`src/rtl/lm07_sensor_emu.sv`:
```
// rtl/lm07_sensor_emu.sv - SPI responder emulating an LM07 temperature sensor
//
// Ports:
//   SYSCLK      in   system clock, all state on rising edge
//   RST         in   asynchronous active-high reset
//   CS          in   SPI chip select, active low, asynchronous
//   SCK         in   SPI clock, idles low, asynchronous
//   temp_in     in   [7:0] {sign, magnitude} to load
//   temp_load   in   one-cycle load strobe for temp_in
//   SIO         out  serial data, MSB first, updated after SCK falls
//   SIO_OE      out  tri-state enable, high while a frame is active
//   busy        out  high in LOAD and SHIFT
//   frame_done  out  one-cycle pulse at frame end
//   frame_short out  qualifies frame_done: LSB never presented
//   temp_reg    out  [7:0] stored temperature {sign, mag}

module lm07_sensor_emu #(
  parameter int          FRAME_BITS = 16,
  parameter logic [6:0]  MAX_MAG    = 7'd99,
  parameter logic [7:0]  RESET_TEMP = 8'h19,
  parameter logic [7:0]  TRAILER    = 8'h00,
  parameter logic        PAD_BIT    = 1'b0
) (
  input  logic       SYSCLK,
  input  logic       RST,
  input  logic       CS,
  input  logic       SCK,
  input  logic [7:0] temp_in,
  input  logic       temp_load,
  output logic       SIO,
  output logic       SIO_OE,
  output logic       busy,
  output logic       frame_done,
  output logic       frame_short,
  output logic [7:0] temp_reg
);

  localparam int         CW       = 5;
  localparam logic [CW-1:0] CNT_MAX = CW'(FRAME_BITS);
  localparam logic [CW-1:0] CNT_LSB = CW'(FRAME_BITS - 1);

  typedef enum logic [1:0] {
    IDLE  = 2'd0,
    LOAD  = 2'd1,
    SHIFT = 2'd2,
    DONE  = 2'd3
  } state_t;

  state_t                state_q, state_d;
  logic                  cs_s1_q, cs_s2_q, cs_s3_q;
  logic                  cs_s1_d, cs_s2_d, cs_s3_d;
  logic                  sck_s1_q, sck_s2_q, sck_s3_q;
  logic                  sck_s1_d, sck_s2_d, sck_s3_d;
  logic [1:0]            warm_q, warm_d;
  logic                  armed_q, armed_d;
  logic                  pend_q, pend_d;
  logic [FRAME_BITS-1:0] shift_q, shift_d;
  logic [CW-1:0]         cnt_q, cnt_d;
  logic [7:0]            temp_q, temp_d;

  logic                  cs_fall;
  logic                  sck_fall;
  logic [6:0]            load_mag;
  logic [15:0]           word_full;
  logic [FRAME_BITS-1:0] frame_word;

  always_ff @(posedge SYSCLK or posedge RST) begin
    if (RST) begin
      state_q  <= IDLE;
      cs_s1_q  <= 1'b1;
      cs_s2_q  <= 1'b1;
      cs_s3_q  <= 1'b1;
      sck_s1_q <= 1'b0;
      sck_s2_q <= 1'b0;
      sck_s3_q <= 1'b0;
      warm_q   <= 2'd0;
      armed_q  <= 1'b0;
      pend_q   <= 1'b0;
      shift_q  <= '0;
      cnt_q    <= '0;
      temp_q   <= RESET_TEMP;
    end else begin
      state_q  <= state_d;
      cs_s1_q  <= cs_s1_d;
      cs_s2_q  <= cs_s2_d;
      cs_s3_q  <= cs_s3_d;
      sck_s1_q <= sck_s1_d;
      sck_s2_q <= sck_s2_d;
      sck_s3_q <= sck_s3_d;
      warm_q   <= warm_d;
      armed_q  <= armed_d;
      pend_q   <= pend_d;
      shift_q  <= shift_d;
      cnt_q    <= cnt_d;
      temp_q   <= temp_d;
    end
  end

  always_comb begin
    state_d  = state_q;
    shift_d  = shift_q;
    cnt_d    = cnt_q;
    temp_d   = temp_q;

    cs_s1_d  = CS;
    cs_s2_d  = cs_s1_q;
    cs_s3_d  = cs_s2_q;
    sck_s1_d = SCK;
    sck_s2_d = sck_s1_q;
    sck_s3_d = sck_s2_q;

    // The synchronizer presets are not real samples of CS. warm_q counts
    // until cs_s2_q holds a genuine sample; only then may a high CS arm the
    // fall detector, so a frame already in progress at reset release is
    // rejected.
    warm_d   = warm_q[1] ? warm_q : warm_q + 2'd1;
    armed_d  = armed_q | (warm_q[1] & cs_s2_q);

    cs_fall  = armed_q & cs_s3_q & ~cs_s2_q;
    sck_fall = sck_s3_q & ~sck_s2_q;

    // A CS fall seen outside IDLE (e.g. in DONE) is held until IDLE takes it.
    pend_d   = pend_q | cs_fall;

    load_mag = (temp_in[6:0] > MAX_MAG) ? MAX_MAG : temp_in[6:0];
    if (temp_load) begin
      temp_d = {temp_in[7] & (load_mag != 7'd0), load_mag};
    end

    word_full  = {temp_q, TRAILER};
    frame_word = word_full[15 -: FRAME_BITS];

    unique case (state_q)
      IDLE: begin
        if (pend_q | cs_fall) begin
          // Capture from temp_q here so a load in this same cycle does not
          // leak into the frame.
          state_d = LOAD;
          pend_d  = 1'b0;
          shift_d = frame_word;
          cnt_d   = '0;
        end
      end
      LOAD: begin
        state_d = SHIFT;
        cnt_d   = '0;
      end
      SHIFT: begin
        // Exit on synced CS level rather than only the edge so a rise that
        // lands during LOAD cannot strand the FSM in SHIFT.
        if (cs_s2_q) begin
          state_d = DONE;
        end else if (sck_fall) begin
          shift_d = shift_q << 1;
          if (cnt_q != CNT_MAX) begin
            cnt_d = cnt_q + 1'b1;
          end
        end
      end
      DONE: begin
        state_d = IDLE;
      end
      default: begin
        state_d = IDLE;
      end
    endcase
  end

  assign busy        = (state_q == LOAD) || (state_q == SHIFT);
  assign SIO_OE      = busy;
  assign SIO         = busy & ((cnt_q == CNT_MAX) ? PAD_BIT : shift_q[FRAME_BITS-1]);
  assign frame_done  = (state_q == DONE);
  assign frame_short = (state_q == DONE) && (cnt_q < CNT_LSB);
  assign temp_reg    = temp_q;

endmodule

```
`config.mk`:
```
export PLATFORM = sky130hd
export DESIGN_NAME = lm07_sensor_emu
export DESIGN_NICKNAME = d
export VERILOG_FILES = /design/src/rtl/lm07_sensor_emu.sv
export SDC_FILE = /design/constraint.sdc
export NUM_CORES = 1
export LEC_CHECK = 0
export CORE_MARGIN = 2
export CORE_UTILIZATION = 50
export DETAILED_ROUTE_END_ITERATION = 12
export PLACE_DENSITY = 0.76
export SYNTH_ARGS = -nofsm -noshare
export SYNTH_HDL_FRONTEND = slang
export SYNTH_SLANG_ARGS = --single-unit
export TNS_END_PERCENT = 5
```
`constraint.sdc`:
```
create_clock -name SYSCLK -period 2.2 [get_ports SYSCLK]
set_clock_uncertainty 0.15 [all_clocks]
set_input_delay 0.44 -clock SYSCLK [delete_from_list [all_inputs] [get_ports SYSCLK]]
set_output_delay 0.44 -clock SYSCLK [all_outputs]
set_load 0.02 [all_outputs]
```
== Yosys cells after proc, flatten, opt, wreduce, memory -nomap -nowiden ==
Cells that the tools add are included.
Cells by class
  add/sub/neg operators: 2
  order comparisons: 2
  equality and inequality tests: 10
  muxes and demuxes: 16
  bitwise gates (word level): 10
  reduce and logical (&&, ||, !) cells: 9
Operator list (number)
  two-way mux 16 bit: 3
  case mux 16 bit (2 select lines): 1
  two-way mux 5 bit: 4
  case mux 5 bit (3 select lines): 1
  != test 2 bit, second input constant: 5
  case mux 2 bit (4 select lines): 1
  > comparator 7 bit, second input constant: 1
  two-way mux 7 bit: 1
  nonzero test 7 bit: 1
  bitwise AND 1 bit: 6
  two-way mux 2 bit: 3
  adder 5 x 1 -> 5 bit, second input constant: 1
  equality test 5 bit, second input constant: 1
  less-than comparator 5 x 4 -> 1 bit, second input constant: 1
  != test 5 bit, second input constant: 1
  AND reduction 5 bit: 1
  equality test 2 bit, second input constant: 2
  AND reduction 4 bit: 1
  nonzero test 3 bit: 1
  adder 2 x 1 -> 2 bit, second input constant: 1
  equality test 2 x 1 -> 1 bit, second input constant: 1
  zero test 2 bit: 1
  two-way mux 1 bit: 2
  inverter 1 bit: 2
  5 further kinds: 6
Word-level totals
  register bits after elaboration: 41
  bits of input ports: 13
  output and inout bits: 13
  word-level logic and storage cells: 63

== Longest topological paths before layout ==
Gate-level depths: netlist (run 1).
  depth in word-level cells: 5
  gate-level depth with buffers: 8
  depth with buffers taken out: 6

== Worst setup path after synthesis (run 1) ==
Ideal clock, no wire load.
  kind: register to output
  start: register cnt_q[0]
  end: output SIO
  arrival time: 1.244 ns
  data required time: 1.610 ns
  path slack: 0.366 ns
  stages on the path, launching flop included: 5
  path buffers: 0
  cells stage by stage: dfrtp_1 -> inv_1 -> ha_1 -> nor4bb_1 -> nor2_1
On the way
  word-level cells in the longest chain between the ends: 3
RTL lines
  start, declared: RTL line 58  | logic [CW-1:0] cnt_q, cnt_d;
  start signal, assigned: RTL line 94  | cnt_q <= cnt_d;
  equality test 5 bit: RTL line 171  | assign SIO = busy & ((cnt_q == CNT_MAX) ? PAD_BIT : shift_q[FRAME_BITS-1]);
  two-way mux 1 bit: RTL line 171
  bitwise AND 1 bit: RTL line 171
  end, declared: RTL line 30  | output logic SIO,
Every way passes these cells.

== Worst setup path after layout (run 1) ==
  start: register temp_q[3], in the netlist temp_reg[3]
  end: output temp_reg[3]
RTL lines
  start, declared: RTL line 59  | logic [7:0] temp_q, temp_d;
  start signal, assigned: RTL line 95  | temp_q <= temp_d;
  end, declared: RTL line 35  | output logic [7:0] temp_reg
No word-level cell between the ends.

==> summary.txt, run 1 <==
=========================================================================================
Status ..................................................................... finished, final reports clean
Net count of the finished layout ...........................................          192
Depth of the CTS H-tree ....................................................            2
Post-synthesis compound-gate area fraction .................................       11.75%
Aggregate global-route resource usage ......................................       21.19%
Post-synthesis xor/xnor area fraction ......................................      0.5790%
Pin count of the biggest net entering global routing .......................           34
Least-Margin Pin Slew ......................................................    0.4143 ns
Max_cap viols ..............................................................            0
CTS Root Cell .............................................................. sky130_fd_sc_hd__clkbuf_4
Sink count of the clock tree ...............................................           33
Starting density of the core ...............................................       53.93%
Post-route fraction of the period consumed by the critical path ............       95.22%
First-pass GRT wire length .................................................      5319 um
Sequential-to-total area share from yosys stat .............................       55.09%
Post-synthesis simple-gate area fraction ...................................       17.20%
Number of DRC markers in iteration 0 .......................................           58
Worst IR drop on VDD .......................................................    0.5358 mV
Total Power ................................................................     2.121 mW
Layout cells sized above 1 .................................................       17.71%
Placer congestion estimate .................................................       0.7915
Final Hold Violating Endpoints .............................................            0
Worst slack after detailed placement .......................................  -0.01754 ns
Multiplexer share of the synthesized area ..................................       6.865%
Number of distinct standard cells referenced by the synthesized netlist ....           36
Max-Slew Margin vs Limit ...................................................       72.38%
Total standard cell area after synthesis ...................................   1513 sq um
Most common cell after layout, fill and taps aside ......................... sky130_fd_sc_hd__dfrtp_1
Number of buffers added on ports ...........................................           25
Syn_area_per_cell ..........................................................  10.81 sq um
Worst Hold Launch ..........................................................      cs_s1_q
I/O pin cnt ................................................................           26
Overflow left after global routing .........................................            0
Gate count of the mapped netlist ...........................................          140
Most used cells in the layout excluding fill and tap cells ................. sky130_fd_sc_hd__dfrtp_1 (27), sky130_fd_sc_hd__clkdlybuf4s50_1 (20), sky130_fd_sc_hd__o21ai_0 (15), sky130_fd_sc_hd__nand2_1 (15), sky130_fd_sc_hd__inv_1 (11)
# diodes ...................................................................            0
Final routed wire length divided by cell count .............................     14.85 um
P_leak .....................................................................    0.8602 nW
Synthesized Nets ...........................................................          158
Main combinational cell family by area after synthesis ..................... simple AND/OR/NAND/NOR gates
Least setup slack across all paths after layout ............................    0.1052 ns
Synth Area in Adders .......................................................       4.136%
Category of cells accounting for the largest share of critical-path delay .. buffers and inverters
Count of pins over their slew limit ........................................            0
Via-per-instance ratio .....................................................        5.573
Crit. End Element ..........................................................  output port
Areal power density over the cells ......................................... 1104 nW/um^2
Top FF cell, synth ......................................................... sky130_fd_sc_hd__dfrtp_1
Total setup buffers inserted after CTS .....................................            0
Via count ..................................................................        1,148
Largest fanout on the critical path ........................................            3
Stage delay of the slowest cell on the critical path .......................      0.61 ns
HPWL reported at the end of detailed placement .............................      2281 um
Unrepaired setup endpoints after global routing ............................        false
Worst path bufs/invs .......................................................            1
Critical path data required time ...........................................      1.61 ns
Iteration count of the initial detailed-routing pass .......................            5
Setup violation total in the final timing report ...........................            0
P&R area growth vs syn .....................................................       26.96%
Row count ..................................................................           19
Number of buffers on the longest clock path ................................            2
Hold Buf Count CTS .........................................................            0
Hold/Removal Path Class .................................................... flop to flop
Launch point of the worst reg-to-reg path ..................................   state_q[0]
Clock-pin slew on the worst setup and hold paths ...........................      0.09 ns
Total die area .............................................................   3482 sq um
Flip-flop and latch count after synthesis ..................................           33
Startpoint of the worst setup timing path ..................................  temp_reg[3]
EDFF count, synth ..........................................................            0
Crit path arrival time .....................................................      1.50 ns
Crit path kind ............................................................. flop to output port
Crit-path slowest cell ..................................................... sky130_fd_sc_hd__clkdlybuf4s50_1
Std-Cell Core Area .........................................................   2805 sq um
TritonCTS clock tree .......................................................         done
CP startpoint kind .........................................................         flop
Cell Chain, Critical Path .................................................. clkdlybuf4s50_1
Cts bufs inserted ..........................................................            5
Proportion of register bits with asynchronous set or reset after synthesis .       100.0%
Final critical path time including I/O delays and setup ....................     2.095 ns
Worst-Skew Late Latency ....................................................      0.34 ns
Antenna viol nets, final ...................................................            0
Total of warnings raised by yosys ..........................................            0
Max Freq ...................................................................    477.4 MHz
Overall routed net length ..................................................      3059 um
Number of global-route vias before repair ..................................        1,148
Overall die height .........................................................     59.01 um
Total DRC errors in the routed layout ......................................            0
Antenna violations before repair ...........................................            0
DIE WIDTH ..................................................................     59.01 um
=========================================================================================
power breakdown:
group	total [mW]	leakage (nW)	internal (mW)	switching, mW
logic	0.925	0.424	0.422	0.503
clock network	0.386	0.0413	0.185	0.201
registers	0.810	0.395	0.734	0.0755
worst paths after layout:
check / cells past startpoint / slack [ns] / endpoint
setup / recovery: 1 / 0.11 / temp_reg[3]
hold / removal: 0 / 0.21 / cs_s2_q
setup reg to reg: 6 / 0.37 / cnt_q[4]
hold reg to reg: 0 / 0.21 / cs_s2_q
max in group asynchronous: 3 / 1.21 / temp_reg[3]
min in group asynchronous: 3 / 0.35 / pend_q
cell type report:
type,instances,area (sq um)
clock buffer,7,65.06
clock inverter,1,5.005
fill,230,884.6
inverter,11,41.29
multi-input combinational,91,640.6
sequential,33,833.3
tap,31,38.79
timing repair buffer,32,296.5
what timing repair did:
| item | 4_1_cts | 5_1_grt |
|---|---|---|
| resized for setup | 8 | 3 |
| pin swaps | 1 | 0 |
| setup endpoints to repair | 4 | 2 |
| gates cloned | 0 | 0 |
cell usage after synthesis (2+ instances only):
library cell / instances / share of area (%)
sky130_fd_sc_hd__nor3_1: 2 / 0.66
sky130_fd_sc_hd__or4b_1: 2 / 1.3
sky130_fd_sc_hd__mux2_2: 3 / 2.2
sky130_fd_sc_hd__o21ai_0: 15 / 5.0
sky130_fd_sc_hd__nand4_1: 3 / 1.2
sky130_fd_sc_hd__buf_2: 2 / 0.66
sky130_fd_sc_hd__nand2_1: 15 / 3.7
sky130_fd_sc_hd__o2bb2ai_1: 2 / 1.2
sky130_fd_sc_hd__dfstp_2: 6 / 10
sky130_fd_sc_hd__inv_1: 11 / 2.7
sky130_fd_sc_hd__dfrtp_1: 27 / 45
sky130_fd_sc_hd__ha_1: 5 / 4.1
sky130_fd_sc_hd__a21oi_1: 2 / 0.66
sky130_fd_sc_hd__nand2b_1: 2 / 0.83
sky130_fd_sc_hd__o22a_1: 4 / 2.3
sky130_fd_sc_hd__mux2i_1: 7 / 4.6
sky130_fd_sc_hd__or4_1: 2 / 0.99
sky130_fd_sc_hd__nor2_1: 5 / 1.2
sky130_fd_sc_hd__nand3_1: 8 / 2.6
cells by family (layout without fill, tap and decap cells):
family	after synthesis	count (layout)
compound gates	28	28
fa+ha+maj	5	5
simple gates	47	47
buf+inv	16	51
flops	33	33
mux	10	10
xor+xnor	1	1
per-layer routing:
metal  global-route usage, %  wire (um)
met1                   26.41       1396
met2                   33.65       1456
met3                   7.205        160
met4                   9.091         45
met5                       0          0
through the flow:
stage          TNS [ns]  utilization [%]  hold slack (ns)  instances  cell area (sq um)
2_1_floorplan         0                -           0.1812        140               1513
3_3_place_gp          0            65.21           0.1834        198               1829
3_5_place_dp   -0.01754            65.21           0.1957        198               1829
4_1_cts               0            68.15           0.2121        206               1912
5_1_grt               0            68.47           0.2204        206               1921
6_report              0            68.47           0.2101        206               1921
Power figures use the tool's default switching activity.
==> run 2: changes to the inputs <==
--- a/config.mk
+++ b/config.mk
@@ -8,6 +8,7 @@
 export CORE_MARGIN = 2
 export CORE_UTILIZATION = 50
 export DETAILED_ROUTE_END_ITERATION = 12
+export HOLD_SLACK_MARGIN = 0.08
 export PLACE_DENSITY = 0.76
 export SYNTH_ARGS = -nofsm -noshare
 export SYNTH_HDL_FRONTEND = slang
==> results of run 2 <==
Same layout as run 1: the final DEF is identical, and so are final timing and power.
